### src/rtl/scan_decoder_pkg.sv
`default_nettype none
// ----------------------------------------------------------------------------
// scan_decoder_pkg : FSM state encoding and one-hot decode helper
// Rev 1.0
// ----------------------------------------------------------------------------
package scan_decoder_pkg;

  localparam logic [1:0] ST_IDLE   = 2'd0;
  localparam logic [1:0] ST_DIRECT = 2'd1;
  localparam logic [1:0] ST_SCAN   = 2'd2;

  // Widest select the decode helper supports; callers truncate to their width.
  localparam int MAX_SEL_W = 8;
  localparam int MAX_OUT   = 2 ** MAX_SEL_W;

  function automatic logic [MAX_OUT-1:0] onehot(input logic [MAX_SEL_W-1:0] sel,
                                                input int                   num_out);
    logic [MAX_OUT-1:0] r;
    r = '0;
    if (32'(sel) < num_out) r[sel] = 1'b1;
    return r;
  endfunction

endpackage
`default_nettype wire

### src/rtl/scan_decoder_if.sv
`default_nettype none
// ----------------------------------------------------------------------------
// scan_decoder_if : control inputs and decoded outputs of scan_decoder
// Rev 1.0
// ----------------------------------------------------------------------------
interface scan_decoder_if #(
  parameter int SEL_W = 2
);
  logic               en;
  logic               mode;
  logic [SEL_W-1:0]   sel;
  logic               load;
  logic [2**SEL_W-1:0] dout;
  logic [SEL_W-1:0]   idx;
  logic               valid;
  logic               wrap;

  modport master (output en, mode, sel, load, input dout, idx, valid, wrap);
  modport slave  (input en, mode, sel, load, output dout, idx, valid, wrap);
endinterface
`default_nettype wire

### src/rtl/scan_decoder_prescaler.sv
`default_nettype none
// ----------------------------------------------------------------------------
// scan_prescaler : divides clk by PRESCALE, tick on the last count
// Rev 1.0
// ----------------------------------------------------------------------------
module scan_prescaler #(
  parameter int PRESCALE = 4
) (
  input  logic clk,
  input  logic rst,
  input  logic clr,
  input  logic en,
  output logic tick
);

  localparam int              CNT_W  = (PRESCALE > 1) ? $clog2(PRESCALE) : 1;
  localparam logic [CNT_W-1:0] C_LAST = CNT_W'(PRESCALE - 1);

  logic [CNT_W-1:0] cnt_q, cnt_d;
  logic             w_last;

  assign w_last = (cnt_q == C_LAST);

  always_comb begin
    cnt_d = cnt_q;
    if (clr)     cnt_d = '0;
    else if (en) cnt_d = w_last ? '0 : cnt_q + 1'b1;
  end

  always_ff @(posedge clk) begin
    if (rst) cnt_q <= '0;
    else     cnt_q <= cnt_d;
  end

  // A clearing cycle never ticks, so load/entry always restart a full step.
  assign tick = en && !clr && w_last;

endmodule
`default_nettype wire

### src/rtl/scan_decoder.sv
`default_nettype none
// ----------------------------------------------------------------------------
// scan_decoder : registered one-hot decoder with direct select and auto-scan
// Rev 1.0
// ----------------------------------------------------------------------------
module scan_decoder
  import scan_decoder_pkg::*;
#(
  parameter int SEL_W    = 2,
  parameter int NUM_OUT  = 2 ** SEL_W,
  parameter int PRESCALE = 4
) (
  input  logic           clk,
  input  logic           rst,
  scan_decoder_if.slave  bus
);

  localparam int NOUT_W = 2 ** SEL_W;

  logic [1:0]        state_q, state_d;
  logic [SEL_W-1:0]  idx_q, idx_d;
  logic [NOUT_W-1:0] dout_q, dout_d;
  logic              valid_q, valid_d;
  logic              wrap_q, wrap_d;

  logic w_scan_stay, w_load, w_pre_clr, w_tick;
  logic w_sel_ok, w_idx_ok, w_idx_last;

  always_comb begin
    state_d = ST_IDLE;
    if (bus.en) state_d = bus.mode ? ST_SCAN : ST_DIRECT;
  end

  assign w_scan_stay = (state_d == ST_SCAN) && (state_q == ST_SCAN);
  assign w_load      = (state_d == ST_SCAN) && bus.load;
  assign w_pre_clr   = !w_scan_stay || w_load;
  assign w_sel_ok    = 32'(bus.sel) < NUM_OUT;
  assign w_idx_ok    = 32'(idx_q) < NUM_OUT;
  assign w_idx_last  = 32'(idx_q) == NUM_OUT - 1;

  scan_prescaler #(
    .PRESCALE (PRESCALE)
  ) u_prescaler (
    .clk  (clk),
    .rst  (rst),
    .clr  (w_pre_clr),
    .en   (w_scan_stay),
    .tick (w_tick)
  );

  // Outputs are decoded from the next index so dout and idx change together.
  always_comb begin
    idx_d   = idx_q;
    wrap_d  = 1'b0;
    dout_d  = '0;
    case (state_d)
      ST_DIRECT: begin
        idx_d  = bus.sel;
        dout_d = NOUT_W'(onehot(MAX_SEL_W'(idx_d), NUM_OUT));
      end
      ST_SCAN: begin
        if (w_load) begin
          idx_d = w_sel_ok ? bus.sel : '0;
        end else if (state_q != ST_SCAN) begin
          idx_d = w_idx_ok ? idx_q : '0;
        end else if (w_tick) begin
          if (w_idx_last) begin
            idx_d  = '0;
            wrap_d = 1'b1;
          end else begin
            idx_d = idx_q + 1'b1;
          end
        end
        dout_d = NOUT_W'(onehot(MAX_SEL_W'(idx_d), NUM_OUT));
      end
      default: ;
    endcase
    valid_d = |dout_d;
  end

  always_ff @(posedge clk) begin
    if (rst) begin
      state_q <= ST_IDLE;
      idx_q   <= '0;
      dout_q  <= '0;
      valid_q <= 1'b0;
      wrap_q  <= 1'b0;
    end else begin
      state_q <= state_d;
      idx_q   <= idx_d;
      dout_q  <= dout_d;
      valid_q <= valid_d;
      wrap_q  <= wrap_d;
    end
  end

  assign bus.dout  = dout_q;
  assign bus.idx   = idx_q;
  assign bus.valid = valid_q;
  assign bus.wrap  = wrap_q;

endmodule
`default_nettype wire

### src/flat_wrapper.sv
// flat-port wrapper written by rule: the top's interface ports become plain ports
module scan_decoder_flat import scan_decoder_pkg::*;
#(
  parameter int SEL_W    = 2,
  parameter int NUM_OUT  = 2 ** SEL_W,
  parameter int PRESCALE = 4
)
  (clk, rst, bus_en, bus_mode, bus_sel, bus_load, bus_dout, bus_idx, bus_valid, bus_wrap);
  scan_decoder_if #(.SEL_W(SEL_W)) bus_i ();
  input  logic clk;
  input  logic rst;
  input wire logic [$bits(bus_i.en)-1:0] bus_en;
  input wire logic [$bits(bus_i.mode)-1:0] bus_mode;
  input wire logic [$bits(bus_i.sel)-1:0] bus_sel;
  input wire logic [$bits(bus_i.load)-1:0] bus_load;
  output wire logic [$bits(bus_i.dout)-1:0] bus_dout;
  output wire logic [$bits(bus_i.idx)-1:0] bus_idx;
  output wire logic [$bits(bus_i.valid)-1:0] bus_valid;
  output wire logic [$bits(bus_i.wrap)-1:0] bus_wrap;
  assign bus_i.en = bus_en;
  assign bus_i.mode = bus_mode;
  assign bus_i.sel = bus_sel;
  assign bus_i.load = bus_load;
  assign bus_dout = bus_i.dout;
  assign bus_idx = bus_i.idx;
  assign bus_valid = bus_i.valid;
  assign bus_wrap = bus_i.wrap;
  scan_decoder #(.SEL_W(SEL_W), .NUM_OUT(NUM_OUT), .PRESCALE(PRESCALE)) u_core (.clk(clk), .rst(rst), .bus(bus_i));
endmodule
### config.mk
export PLATFORM = sky130hd
export DESIGN_NAME = scan_decoder_flat
export DESIGN_NICKNAME = d
export VERILOG_FILES = /design/src/rtl/scan_decoder_pkg.sv /design/src/rtl/scan_decoder_if.sv /design/src/rtl/scan_decoder_prescaler.sv /design/src/rtl/scan_decoder.sv /design/src/flat_wrapper.sv
export SDC_FILE = /design/constraint.sdc
export NUM_CORES = 1
export LEC_CHECK = 0
export BUFFER_PORTS_ARGS = -buffer_cell sky130_fd_sc_hd__buf_2
export CORE_MARGIN = 5
export CORE_UTILIZATION = 31
export CTS_CLUSTER_SIZE = 30
export DETAILED_ROUTE_END_ITERATION = 6
export GPL_TIMING_DRIVEN = 0
export HOLD_SLACK_MARGIN = 0.15
export MAX_ROUTING_LAYER = met4
export SLEW_MARGIN = 20
export SYNTH_ARGS = -nofsm -noshare
export SYNTH_HDL_FRONTEND = slang
export SYNTH_SLANG_ARGS = --single-unit
### constraint.sdc
create_clock -name clk -period 3.1 [get_ports clk]
set_input_delay 0.62 -clock clk [delete_from_list [all_inputs] [get_ports clk]]
set_output_delay 0.62 -clock clk [all_outputs]
set_load 0.05 [all_outputs]
==> summary.txt, run 1 <==
Setup path
  – Largest fanout on the critical path: 6
  – Slowest cell on the critical path: dfxtp_1
  – Family with the most delay on the worst path: flip-flops
  – Worst EP arrival: 1070 ps
  – CP max stage delay: 480 ps
  – WS Path Type: flop to output pin
  – Worst path depth: 1
  – CP Capture Type: output pin
  – Worst Path Required: 2480 ps
  – Critical path, cell by cell: buf_2
  – Worst Reg-to-Reg Cells: 4
  – CP Buf/Inv Count: 1
  – CP startpoint kind: flop

Power
  – Max VDD drop: 165 uV
  – Sw Ratio: 29.4%
  – Pwr dens: 436 nW/um^2
  – Combinational Power Share: 18.3%
  – Clock network power share: 30.2%
  – Sw power: 93.6 uW
  – Leakage: 0.307 nW
  – Internal: 225 uW
  – Sequential Power Share: 51.5%

Timing
  – Period Utilization, post-route: 54.6%
  – Fin Setup TNS: 0 ps
  – Min Tclk post-route: 1690 ps
  – Final setup margin: 1410 ps
  – Finish-stage setup viols: 0
  – FMAX: 591 MHz
  – Headroom to the max-slew limit: 76.9%
  – RSZ-0062 raised after global routing: false
  – Worst-margin pin slew: 345 ps
  – Max-slew violations: 0
  – Hold Vio Cnt, Final: 0
  – Fin Clk Skew: 4.30 ps

Finish
  – Area Overhead vs Synth: 19.9%
  – Layout cell share with drive strength beyond 1: 32.9%
  – Most common cell after layout, fill and taps aside: buf_2
  – Layout fillers: 211
  – Post-Layout Cell Count: 100
  – Footprint of the multi-input gates: 353 sq um
  – Inserted Diodes: 0
  – Reg area: 240 sq um
  – Nets: 84
  – Commonest non-fill, non-tap cells in the layout: buf_2 (14), dfxtp_1 (12), inv_1 (3), nand2b_1 (3), clkbuf_4 (3)

GRT
  – Congestion Overflow GR: 0
  – Initial antenna violation count: 0
  – Vias in the first global route: 493
  – Largest net degree at the start of global routing: 11
  – Gr usage total: 10.4%
  – First-pass GRT wire length: 2.10 mm

Die
  – Core region area: 1920 sq um
  – # rows: 16
  – Die width: 54.3 microns
  – Die area: 2950 sq um
  – Die Height: 54.3 microns
  – I/O pin count: 15
  – Initial Util: 31.7%

Clock network
  – CTS Sinks: 12
  – Clock Tree Buf Depth: 2
  – Hold buffer count at CTS: 0
  – H-tree levels: 1
  – Setup bufs post-CTS: 0
  – Worst-path clk slew: 70 ps
  – Root buffer cell: clkbuf_4
  – TritonCTS clock tree: built
  – CTS Buf Count: 3
  – Worst-Skew Late Latency: 270 ps
  – CTS resizes: 0

Placed design
  – Port-buffer cells: 13
  – Dpl hpwl: 965 microns
  – Placed Cells: 97
  – GP Congestion: 0.859
  – Post-Place Setup Slack: 1240 ps

Worst hold path
  – Hold depth: 1
  – Hold WC Path Type: flop to flop

Synthesis
  – Syn. warnings: 0
  – Seq/Total Area, Yosys: 39.4%
  – EDFF count, synth: 0
  – Most used DFF post-synth: dfxtp_1
  – Netlist cell types: 36
  – Ys async rst share: 0%
  – Synth Cell Area: 609 sq um
  – Syn Area/Cell: 10.7 sq um
  – Post-synthesis cell count: 57
  – Mapped Nets: 66
  – Seq cells post-synth: 12

Route
  – Drt first pass iters: 4
  – Vias per std cell: 5.07
  – DR DRC count: 0
  – WL final: 1.24 mm
  – Routed length per instance: 12.4 microns
  – Vias: 507
  – Routed Antenna Nets: 0
  – DR iter-0 viols: 6

Status
  – Status: finished clean

Flow run
  – Max Cap Violations: 0
[cell type report]
cell class              count  area share [%]
plain buffers               1           0.685
inverters                   3            1.54
flip-flops and latches     12            32.9
clock buffers               3            3.08
well taps                  27            4.62
repair buffers             13            8.90
multi-input cells          41            48.3
[state kept, by name, indices dropped and copies added, names as in the netlist]
register,count
u_core.bus.idx,2
u_core.bus.dout,4
u_core.bus.wrap,1
u_core.u_prescaler.cnt_q,2
u_core.state_q,2
u_core.bus.valid,1
[cells in the mapped netlist (2+ instances only)]
cell,instances,area (sq um)
nor4_1,2,12.5
nand2b_1,3,18.8
nand3_1,2,10.0
dfxtp_1,12,240
a32o_1,2,20.0
ha_1,2,25.0
inv_1,3,11.3
o21ai_0,2,10.0
nor2b_1,2,12.5
[kinds of logic after synthesis]
kind of cell | after synthesis | synth area share, %
compound gates | 18 | 27.3
fa+ha+maj | 2 | 4.11
buf+inv | 4 | 2.67
flops | 12 | 39.4
simple gates | 21 | 26.5
[layer usage]
layer	GRT usage [%]	vias to the layer above	routed length, microns
met5	-	-	0
met4	6.22	0	36
met3	3.27	5	74
met2	13.9	20	529
met1	13.5	230	601
li1	-	252	-
[worst paths after layout]
| path | startpoint | end | slack (ps) |
|---|---|---|---|
| hold reg to reg | u_core.u_prescaler.cnt_q[0] | u_core.u_prescaler.cnt_q[0] | 430 |
| setup / recovery | u_core.bus.idx[0] | bus_idx[0] | 1410 |
| hold / removal | u_core.u_prescaler.cnt_q[0] | u_core.u_prescaler.cnt_q[0] | 430 |
| setup reg to reg | u_core.bus.idx[0] | u_core.bus.dout[0] | 1500 |
[power by group through the flow]
stage               sequential [mW]  clock, mW  combinational, mW
floorplan                     0.183          0             0.0264
CTS                           0.164     0.0987             0.0584
finish                        0.164     0.0962             0.0585
detailed placement            0.168          0             0.0583
global route                  0.165      0.109             0.0634
global placement              0.167          0             0.0583
[metrics by stage]
stage / hold WS [ps] / power (mW) / util, % / area, sq um
after detailed placement: 424 / 0.226 / 36.8 / 708
after CTS: 435 / 0.321 / 38.0 / 731
after global placement: 416 / 0.226 / 36.8 / 708
final: 433 / 0.319 / 38.0 / 731
after floorplan: 405 / 0.209 / - / 609
after global routing: 462 / 0.337 / 38.0 / 731
No activity file was read; power rests on OpenSTA's default activity.
==> run 2: changes to the inputs <==
- ABC_AREA: not set -> 1
- clock period: 3.1 -> 1.6 ns (I/O delays scaled with it)
==> summary.txt, run 2 <==
Finish
  – Layout fillers: 217 (was 211)
  – Commonest non-fill, non-tap cells in the layout: inv_1 (16), nand3_1 (14), buf_2 (13) (was buf_2 (14), dfxtp_1 (12), inv_1 (3), nand2b_1 (3), clkbuf_4 (3))
  – Reg area: 240 sq um (unchanged)
  – Most common cell after layout, fill and taps aside: inv_1 (was buf_2)
  – Number of flip-flops in the largest register: 4 (unchanged)
  – Layout cell share with drive strength beyond 1: 25.2% (was 32.9%)
  – Nets: 117 (was 84)
  – Area Overhead vs Synth: 20.8% (was 19.9%)
  – Post-route core utilization: 39.6% (was 38.0%)
  – Inserted Diodes: 0 (unchanged)
  – Footprint of the multi-input gates: 322 sq um (was 353 sq um)

Setup path
  – Reg2Reg Capture Point: u_core.bus.idx[0] (was u_core.bus.dout[0])
  – Slowest cell on the critical path: dfxtp_1 (unchanged)
  – CP max stage delay: 340 ps (was 480 ps)
  – CP startpoint kind: flop (unchanged)
  – CP Capture Type: flop (was output pin)
  – Reg2reg setup slack: 250 ps (was 1500 ps)
  – Largest fanout on the critical path: 7 (was 6)
  – Family with the most delay on the worst path: simple AND/OR/NAND/NOR gates (was flip-flops)
  – Worst EP arrival: 1540 ps (was 1070 ps)
  – Worst Reg-to-Reg Cells: 7 (was 4)
  – Critical path, cell by cell: ha_1 > nand3_1 > nand2_1 > nand3_2 > nand2_2 > nor2_1 > o21a_1 (was buf_2)
  – Worst Path Required: 1790 ps (was 2480 ps)
  – CP Buf/Inv Count: 0 (was 1)
  – WS Path Type: flop to flop (was flop to output pin)
  – RR Startpoint: u_core.u_prescaler.cnt_q[1] (was u_core.bus.idx[0])

Worst hold path
  – WHS Endpoint: u_core.bus.dout[2] (was u_core.u_prescaler.cnt_q[0])
  – Hold WC Path Type: primary input to flop (was flop to flop)
  – Hold depth: 2 (was 1)
  – Worst hold start: rst (was u_core.u_prescaler.cnt_q[0])

Synthesis
  – Post-synthesis cell count: 90 (was 57)
  – Most used DFF post-synth: dfxtp_1 (unchanged)
  – Mapped Nets: 99 (was 66)
  – Yosys top cell area share: 36.9% (was 39.4%)
  – Commonest cells in the netlist: inv_1 (16), nand3_1 (14), dfxtp_1 (12) (was dfxtp_1 (12), inv_1 (3), nand2b_1 (3))
  – Syn. warnings: 0 (unchanged)
  – EDFF count, synth: 0 (unchanged)
  – Syn Area/Cell: 7.23 sq um (was 10.7 sq um)
  – Count leader, synth: inv_1 (was dfxtp_1)
  – Synth Cell Area: 651 sq um (was 609 sq um)
  – Ys async rst share: 0% (unchanged)
  – Area leader, netlist: dfxtp_1 (unchanged)
  – Seq/Total Area, Yosys: 36.9% (was 39.4%)
  – Netlist cell types: 20 (was 36)
  – Synth area leaders: dfxtp_1 (37%), nand3_1 (11%), inv_1 (9.2%), nand2_1 (6.3%), nor2_1 (5.8%) (was dfxtp_1 (39%), nand4bb_4 (4.5%), o41ai_4 (4.5%), ha_1 (4.1%), a32o_1 (3.3%))
  – Seq cells post-synth: 12 (unchanged)

Timing
  – Finish-stage setup viols: 0 (unchanged)
  – Headroom to the max-slew limit: 78.3% (was 76.9%)
  – FMAX: 739 MHz
  – Fin Setup TNS: 0 ps (unchanged)
  – Final setup margin: 247 ps (was 1410 ps)
  – RSZ-0062 raised after global routing: false (unchanged)
  – Fin Clk Skew: 2.44 ps (was 4.30 ps)
  – Period Utilization, post-route: 84.6%
  – Hold WS: 218 ps (was 433 ps)
  – Hold Vio Cnt, Final: 0 (unchanged)
  – Worst-margin pin slew: 325 ps (was 345 ps)
  – Min Tclk post-route: 1350 ps
  – Max-slew violations: 0 (unchanged)

Die
  – Die area: 3110 sq um (was 2950 sq um)
  – Die width: 55.8 microns (was 54.3 microns)
  – Initial Util: 32.8% (was 31.7%)
  – I/O pin count: 15 (unchanged)
  – Die Height: 55.8 microns (was 54.3 microns)
  – Core region area: 1980 sq um (was 1920 sq um)
  – # rows: 16 (unchanged)

Route
  – DR DRC count: 0 (unchanged)
  – Metal3 WL: 56 microns (was 74 microns)
  – WL final: 1.38 mm (was 1.24 mm)
  – Drt first pass iters: 4 (unchanged)
  – Routed Antenna Nets: 0 (unchanged)
  – Metal2 WL: 563 microns (was 529 microns)
  – Met1 WL: 693 microns (was 601 microns)
  – Max layer used: met4 (unchanged)
  – Vias per std cell: 4.60 (was 5.07)
  – DR iter-0 viols: 16 (was 6)
  – Vias: 617 (was 507)
  – Routed length per instance: 10.3 microns (was 12.4 microns)

GRT
  – Largest net degree at the start of global routing: 11 (unchanged)
  – Gr usage total: 10.3% (was 10.4%)
  – First-pass GRT wire length: 2.44 mm (was 2.10 mm)
  – Congestion Overflow GR: 0 (unchanged)
  – Initial antenna violation count: 0 (unchanged)
  – Vias in the first global route: 591 (was 493)

Placed design
  – GP Congestion: 0.799 (was 0.859)
  – Post-Place Setup Slack: 209 ps (was 1240 ps)
  – Dpl hpwl: 1.06 mm (was 965 microns)
  – Port-buffer cells: 13 (unchanged)

Clock network
  – CTS Sinks: 12 (unchanged)
  – CTS Buf Count: 3 (unchanged)
  – Worst-Skew Late Latency: 290 ps (was 270 ps)
  – Root buffer cell: clkbuf_4 (unchanged)
  – Hold buffer count at CTS: 0 (unchanged)
  – H-tree levels: 1 (unchanged)
  – Clock Tree Buf Depth: 2 (unchanged)
  – Worst-path clk slew: 80 ps (was 70 ps)
  – TritonCTS clock tree: built (unchanged)
  – Setup bufs post-CTS: 0 (unchanged)
  – CTS resizes: 0 (unchanged)

Power
  – Pwr dens: 865 nW/um^2 (was 436 nW/um^2)
  – Sw Ratio: 29.4% (about the same)
  – Max VDD drop: 410 uV (was 165 uV)
  – Sequential Power Share: 46.0% (was 51.5%)
  – Combinational Power Share: 16.7% (was 18.3%)
  – Internal: 480 uW (was 225 uW)
  – Clock network power share: 37.3% (was 30.2%)
  – Leakage: 0.399 nW (was 0.307 nW)
  – Sw power: 200 uW (was 93.6 uW)

Status
  – Status: finished clean (unchanged)

Flow run
  – Max Cap Violations: 0 (unchanged)
-- run 2: worst max-delay path by stage --
| stage | from | endpoint | slack (ps) | cells after the start |
|---|---|---|---|---|
| 2_1_floorplan | u_core.bus.idx[0] | u_core.bus.idx[1] | 60 | 6 |
| 3_3_place_gp | bus_en | u_core.bus.dout[1] | 220 | 8 |
| 3_5_place_dp | bus_en | u_core.bus.dout[1] | 210 | 8 |
| 4_1_cts | u_core.u_prescaler.cnt_q[1] | u_core.bus.idx[0] | 250 | 7 |
| 5_1_grt | u_core.u_prescaler.cnt_q[0] | u_core.bus.dout[1] | 80 | 7 |
| 6_report | u_core.u_prescaler.cnt_q[1] | u_core.bus.idx[0] | 250 | 7 |
-- run 2: power groups by stage --
stage | sequential, mW | combinational [mW] | clock, mW
2_1_floorplan | 0.346 | 0.0559 | 0
3_3_place_gp | 0.320 | 0.112 | 0
3_5_place_dp | 0.320 | 0.113 | 0
4_1_cts | 0.313 | 0.113 | 0.258
5_1_grt | 0.314 | 0.123 | 0.280
6_report | 0.313 | 0.113 | 0.254
-- run 2: worst register-to-register path, stage by stage (launching register included) --
cell	delay, ps
dfxtp_1	340
ha_1	270
nand3_1	190
nand2_1	110
nand3_2	70
nand2_2	80
nor2_1	40
o21a_1	160
-- run 2: kinds of logic after synthesis --
kind of cell	synth area share, %
AND/OR/NAND/NOR	36.2
adder cells (fa/ha/maj)	3.85
flip-flops	36.9
buffers and inverters	13.7
AO/OA/AOI/OAI	9.42
-- run 2: final cells by class --
class | instances | area share [%]
sequential | 12 | 30.6
buffer | 2 | 2.39
multi-input combinational | 58 | 40.9
tap | 27 | 4.30
clock buffer | 4 | 4.62
timing repair buffer | 13 | 8.28
inverter | 18 | 8.92
-- run 2: through the flow --
stage	area (sq um)	power, mW	cells
finish	786	0.680	134
global route	786	0.717	134
detailed placement	749	0.433	130
CTS	786	0.684	134
global placement	749	0.431	130
floorplan	651	0.402	90
-- run 2: layer usage --
layer	vias to the layer above	GRT usage (%)
li1	327	-
met3	7	2.32
met4	0	10.2
met1	262	12.4
met5	-	-
met2	21	13.7
